**config.mk**
```make
export PLATFORM = sky130hd
export DESIGN_NAME = hilo_muldiv_unit
export DESIGN_NICKNAME = d
export VERILOG_FILES = /design/src/rtl/mdu_pkg.sv /design/src/rtl/hilo_result_regs.sv /design/src/rtl/hilo_muldiv_unit.sv
export SDC_FILE = /design/constraint.sdc
export NUM_CORES = 2
export LEC_CHECK = 0
export CORE_UTILIZATION = 25
export DETAILED_ROUTE_END_ITERATION = 8
export PLACE_DENSITY = 0.5
export SETUP_SLACK_MARGIN = 0.4
export SYNTH_ARGS = -nofsm -noshare
export SYNTH_HDL_FRONTEND = slang
export SYNTH_SLANG_ARGS = --single-unit
```
**constraint.sdc**
```tcl
create_clock -name clk -period 18 [get_ports clk]
set_input_delay 3.6 -clock clk [delete_from_list [all_inputs] [get_ports clk]]
set_output_delay 3.6 -clock clk [all_outputs]
set_load 0.03 [all_outputs]
```
**src/rtl/mdu_pkg.sv**
```systemverilog
// rtl/mdu_pkg.sv - shared op codes and FSM state encoding for the HI/LO multiply/divide unit
package mdu_pkg;

  localparam logic [2:0] MULT  = 3'd0;
  localparam logic [2:0] MULTU = 3'd1;
  localparam logic [2:0] DIV   = 3'd2;
  localparam logic [2:0] DIVU  = 3'd3;
  localparam logic [2:0] MTHI  = 3'd4;
  localparam logic [2:0] MTLO  = 3'd5;
  localparam logic [2:0] NOP   = 3'd7;

  typedef enum logic {
    IDLE = 1'b0,
    BUSY = 1'b1
  } state_t;

endpackage

```
**src/rtl/hilo_result_regs.sv**
```systemverilog
// rtl/hilo_result_regs.sv - HI/LO register pair with independent writes and the S read mux
module hilo_result_regs #(
  parameter int WIDTH = 32
) (
  input  logic             clk,
  input  logic             reset,
  input  logic             hi_we,
  input  logic [WIDTH-1:0] hi_d,
  input  logic             lo_we,
  input  logic [WIDTH-1:0] lo_d,
  input  logic             rd_hi,
  output logic [WIDTH-1:0] hi,
  output logic [WIDTH-1:0] lo,
  output logic [WIDTH-1:0] s
);

  always_ff @(posedge clk) begin
    if (reset) begin
      hi <= '0;
      lo <= '0;
    end else begin
      if (hi_we) hi <= hi_d;
      if (lo_we) lo <= lo_d;
    end
  end

  assign s = rd_hi ? hi : lo;

endmodule

```
**src/rtl/hilo_muldiv_unit.sv**
```systemverilog
// rtl/hilo_muldiv_unit.sv - fixed-latency MULT/DIV unit feeding HI/LO for the EX stage
// Divider present only when MDU_DIV_EN is defined; otherwise DIV/DIVU are no-ops.
module hilo_muldiv_unit #(
  parameter int WIDTH       = 32,
  parameter int MULT_CYCLES = 5,
  parameter int DIV_CYCLES  = 10
) (
  input  logic             clk,
  input  logic             reset,
  input  logic             start,
  input  logic [2:0]       op,
  input  logic [WIDTH-1:0] A,
  input  logic [WIDTH-1:0] B,
  input  logic             cancel,
  input  logic             rd_hi,
  output logic             busy,
  output logic [WIDTH-1:0] HI,
  output logic [WIDTH-1:0] LO,
  output logic [WIDTH-1:0] S
);
  import mdu_pkg::*;

  localparam int MAX_CYCLES = (MULT_CYCLES > DIV_CYCLES) ? MULT_CYCLES : DIV_CYCLES;
  localparam int CW         = $clog2(MAX_CYCLES + 1);

  state_t           state, state_next;
  logic [CW-1:0]    count, load_cycles;
  logic [2:0]       op_q;
  logic [WIDTH-1:0] a_q, b_q;
  logic             long_op, load;
  logic             hi_we, lo_we;
  logic [WIDTH-1:0] hi_d, lo_d, res_hi, res_lo;
  logic             mul_signed;
  logic [2*WIDTH-1:0] prod;

  always_comb begin
    long_op     = 1'b0;
    load_cycles = CW'(MULT_CYCLES);
    if (op == MULT || op == MULTU) begin
      long_op = 1'b1;
    end
`ifdef MDU_DIV_EN
    else if (op == DIV || op == DIVU) begin
      long_op     = 1'b1;
      load_cycles = CW'(DIV_CYCLES);
    end
`endif
  end

  // Sign-extending into a 2*WIDTH product gives the signed result in the low bits.
  assign mul_signed = (op_q == MULT);
  assign prod = {{WIDTH{mul_signed & a_q[WIDTH-1]}}, a_q} *
                {{WIDTH{mul_signed & b_q[WIDTH-1]}}, b_q};

`ifdef MDU_DIV_EN
  logic             div_signed, neg_a, neg_b;
  logic [WIDTH-1:0] mag_a, mag_b, divisor, quot, rem;

  // One unsigned divider on magnitudes; signs are restored afterwards.
  assign div_signed = (op_q == DIV);
  assign neg_a      = div_signed & a_q[WIDTH-1];
  assign neg_b      = div_signed & b_q[WIDTH-1];
  assign mag_a      = neg_a ? -a_q : a_q;
  assign mag_b      = neg_b ? -b_q : b_q;
  assign divisor    = (mag_b == '0) ? {{(WIDTH-1){1'b0}}, 1'b1} : mag_b;
  assign quot       = mag_a / divisor;
  assign rem        = mag_a % divisor;
`endif

  always_comb begin
    res_hi = prod[2*WIDTH-1:WIDTH];
    res_lo = prod[WIDTH-1:0];
`ifdef MDU_DIV_EN
    if (op_q == DIV || op_q == DIVU) begin
      if (b_q == '0) begin
        res_hi = a_q;
        res_lo = '1;
      end else begin
        res_lo = (neg_a ^ neg_b) ? -quot : quot;
        res_hi = neg_a ? -rem : rem;
      end
    end
`endif
  end

  always_comb begin
    state_next = state;
    load       = 1'b0;
    hi_we      = 1'b0;
    lo_we      = 1'b0;
    hi_d       = A;
    lo_d       = A;
    case (state)
      IDLE: begin
        if (start && !cancel) begin
          if (long_op) begin
            load       = 1'b1;
            state_next = BUSY;
          end else if (op == MTHI) begin
            hi_we = 1'b1;
          end else if (op == MTLO) begin
            lo_we = 1'b1;
          end
        end
      end
      BUSY: begin
        if (cancel) begin
          state_next = IDLE;
        end else if (count == CW'(1)) begin
          state_next = IDLE;
          hi_we      = 1'b1;
          lo_we      = 1'b1;
          hi_d       = res_hi;
          lo_d       = res_lo;
        end
      end
      default: state_next = IDLE;
    endcase
  end

  always_ff @(posedge clk) begin
    if (reset) begin
      state <= IDLE;
      count <= '0;
      op_q  <= '0;
      a_q   <= '0;
      b_q   <= '0;
    end else begin
      state <= state_next;
      if (load) begin
        count <= load_cycles;
        op_q  <= op;
        a_q   <= A;
        b_q   <= B;
      end else if (state == BUSY) begin
        count <= (cancel || count == CW'(1)) ? '0 : count - CW'(1);
      end
    end
  end

  assign busy = (state == BUSY);

  hilo_result_regs #(.WIDTH(WIDTH)) u_regs (
    .clk   (clk),
    .reset (reset),
    .hi_we (hi_we),
    .hi_d  (hi_d),
    .lo_we (lo_we),
    .lo_d  (lo_d),
    .rd_hi (rd_hi),
    .hi    (HI),
    .lo    (LO),
    .s     (S)
  );

endmodule

```
==> impl_metrics.tcl <==
set metrics [dict create \
    outcome "completed" \
    path_common_cell "fa_1" \
    synth_edf_count 0 \
    cts_tree "done" \
    arrival_ns 9.88 \
    fmax_mhz 105 \
    synth_flop_cell "dfxtp_1" \
    rows 153 \
    synthTopCellsByArea "fa_1 (51%), inv_1 (9.8%), nand2_1 (8.1%)" \
    rsz0062_at_grt "no" \
    grt_pass1_wl_mm 209 \
    r2r_cells 28 \
    synth_area_mm2 0.0438 \
    port-buffer-count 168 \
    setup_tns_ns 0 \
    cts_max_path_buffers 2 \
    areaGrowthSynthToFinish_pct 10.6 \
    htreeDepth 4 \
    slew_violations 0 \
    critPathRequiredTime_ns 18.33 \
    slowest_stage "fa_1" \
    comb_power_share 0.207 \
    vdd_drop_max_mv 0.0648 \
    die_w_um 421 \
    clkLatencyLatePin_ns 0.47 \
    synth_top_area_frac 0.514 \
    maxCapViolCount 0 \
    p_seq_frac 0.356 \
    cts-root-buf "clkbuf_16" \
    p_int_w 0.000567 \
    place_hpwl_mm 108 \
    routed_wirelength_mm 132 \
    total_leakage_power_nw 21.4 \
    hold_path.class "flip-flop to flip-flop" \
    avgSynthCellArea_um2 8.94 \
    place.gp.congestion 0.866 \
    path_class "flip-flop to flip-flop" \
    clk_pin_slew_worst_paths_ns 0.07 \
    dpl-instance-area_mm2 0.0479 \
    slowest_delay_ns 0.89 \
    synth_cell_types 66 \
    fill_cells 18700 \
    layout-drive-gt1-share 0.0367 \
    ant_nets 0 \
    finalHoldViolCount 0 \
    cts_resized 0 \
    switching_share 0.352 \
    design_area_mm2 0.0484 \
    top_usage_layer "met2" \
    grtUsageMet2 0.292 \
    hold_depth 2 \
    grtUsageTotal 0.154 \
    path_max_fanout 21 \
    antenna_found_initial 3 \
    power.density_mw_per_mm2 18.1 \
    fin_crit_sh 0.530 \
    yosysTopAreaCell "fa_1" \
    grt.overflow.total 0 \
    slew_headroom 0.257 \
    ys.warnings.count 0 \
    setup_violations 0 \
    p_clk_frac 0.436 \
    async_flop_share 0 \
    core_area_mm2 0.174 \
    synth_common_cells "inv_1 (1,141), fa_1 (1,125), nand2_1 (941)" \
    drc_errors 0 \
    grt_start_max_net_pins 85 \
    cts_buffers 17 \
    critPathCaptureType "flip-flop" \
    grtUsageMet3 0.00818 \
    ff2ff_setup_slack_ns 8.46 \
    finalCriticalPeriod_ns 9.54 \
    clock-sinks 136 \
    grt_pass1_vias 35300 \
    wl_per_cell_um 18.4 \
    vias 32100 \
    initial_utilization 0.252 \
    pin_count 169 \
    syn_inst 4899 \
    start_kind "flip-flop" \
    switchingPower_w 0.000308 \
    die_area_mm2 0.177 \
    drt-initial-drc-count 1458 \
    grtUsageMet1 0.189 \
    fin_skew_ns 0.0192 \
    cts_setup_buffers 0 \
    syn-num-nets 6310 \
    whs_ns 0.457 \
    viasPerCell 4.45 \
    die_h_um 421 \
    drt_pass1_iterations 5 \
    layout.nets 6271 \
    ctsHoldBuffers 0 \
    worst_pin_slew_ns 1.11 \
    yosysSeqAreaShare 0.0622 \
    post-synth-top-count-cell "inv_1" \
    synth_seq_cells 136 \
]
## sequential cells by signal (all words and copies together) (netlist names)
signal and count:
u_regs.hi 32, b_q 32, u_regs.lo 32, busy 1, op_q 3, a_q 32
count 4
## worst paths after layout
kind | from | endpoint
min | a_q[24] | a_q[24]
max reg2reg | op_q[2] | u_regs.hi[28]
max | op_q[2] | u_regs.hi[28]
min reg2reg | a_q[24] | a_q[24]
## power groups by stage
stage                     sequential [W]  combinational, W  clock (W)
after floorplan                 0.000321         0.0000967          0
after detailed placement        0.000319          0.000183          0
after CTS                       0.000312          0.000184   0.000390
final                           0.000312          0.000182   0.000382
after global routing            0.000312          0.000197   0.000399
after global placement          0.000319          0.000182          0
## cell families (layout without fill, tap and decap cells)
kind of cell,Yosys count,after routing,synth area share
simple gates,1459,1459,0.149
buf+inv,1445,1419,0.124
fa+ha+maj,1339,1339,0.575
compound gates,355,355,0.0526
flops,136,136,0.0622
mux,99,99,0.0236
xor+xnor,66,66,0.0132
other cells,0,1,0
## per-layer routing
| metal | vias to the layer above | part of all wire |
|---|---|---|
| met5 | - | 0 |
| met1 | 17200 | 0.41 |
| li1 | 14200 | - |
| met3 | 118 | 0.025 |
| met4 | 0 | 0.019 |
| met2 | 543 | 0.55 |
## worst max-delay path, delay by kind of cell (launching register included)
| family | cells | cell delay, ns |
|---|---|---|
| adder cells (fa/ha/maj) | 9 | 4.63 |
| AND/OR/NAND/NOR | 3 | 0.97 |
| buffers and inverters | 8 | 1.33 |
| AO/OA/AOI/OAI | 7 | 1.88 |
| flip-flops | 1 | 0.32 |
| multiplexers | 1 | 0.26 |
## per-stage QoR
stage / utilization / power, W / setup slack (ns) / instances
2_1_floorplan: - / 0.000418 / 9.77 / 4899
3_3_place_gp: 0.275 / 0.000501 / 8.67 / 7166
3_5_place_dp: 0.275 / 0.000502 / 8.44 / 7166
4_1_cts: 0.278 / 0.000886 / 8.40 / 7198
5_1_grt: 0.278 / 0.000908 / 7.70 / 7198
6_report: 0.278 / 0.000876 / 8.46 / 7199
## cells in the final DEF, fill, tap and decap left out, types with 8 or more instances in the layout
master           synthesis  layout
and3_1                  21      21
a21o_1                  42      42
nor2_1                  97      96
a21oi_1                152     152
a211oi_1                48      48
ha_1                   214     214
nand3_1                 19      17
or2_2                    9       9
clkdlybuf4s50_1          0     167
o211ai_1                 8       8
buf_4                    0      79
xnor2_1                 46      46
nor3_1                  17      16
mux2_2                  34      34
nand4_1                 20      20
nand2b_1                12      11
o21bai_1                17      17
xor2_1                  20      20
inv_1                 1141    1141
o21ai_0                 36      36
clkbuf_16                0      17
mux2i_1                 65      65
and2_1                 289     289
fa_1                  1125    1125
nand2_1                941     941
dfxtp_1                136     135
## cell type report
type                       count  area [µm²]  area share
antenna                        1        2.50   0.0000517
clock buffer                  18         439     0.00907
clock inverter                14         149     0.00307
inverter                    1141        4280      0.0884
multi-input combinational   3318       35700       0.736
sequential                   136        2720      0.0562
tap                         2325        2910      0.0600
timing repair buffer         246        2260      0.0467
Power figures use the tool's default switching activity.
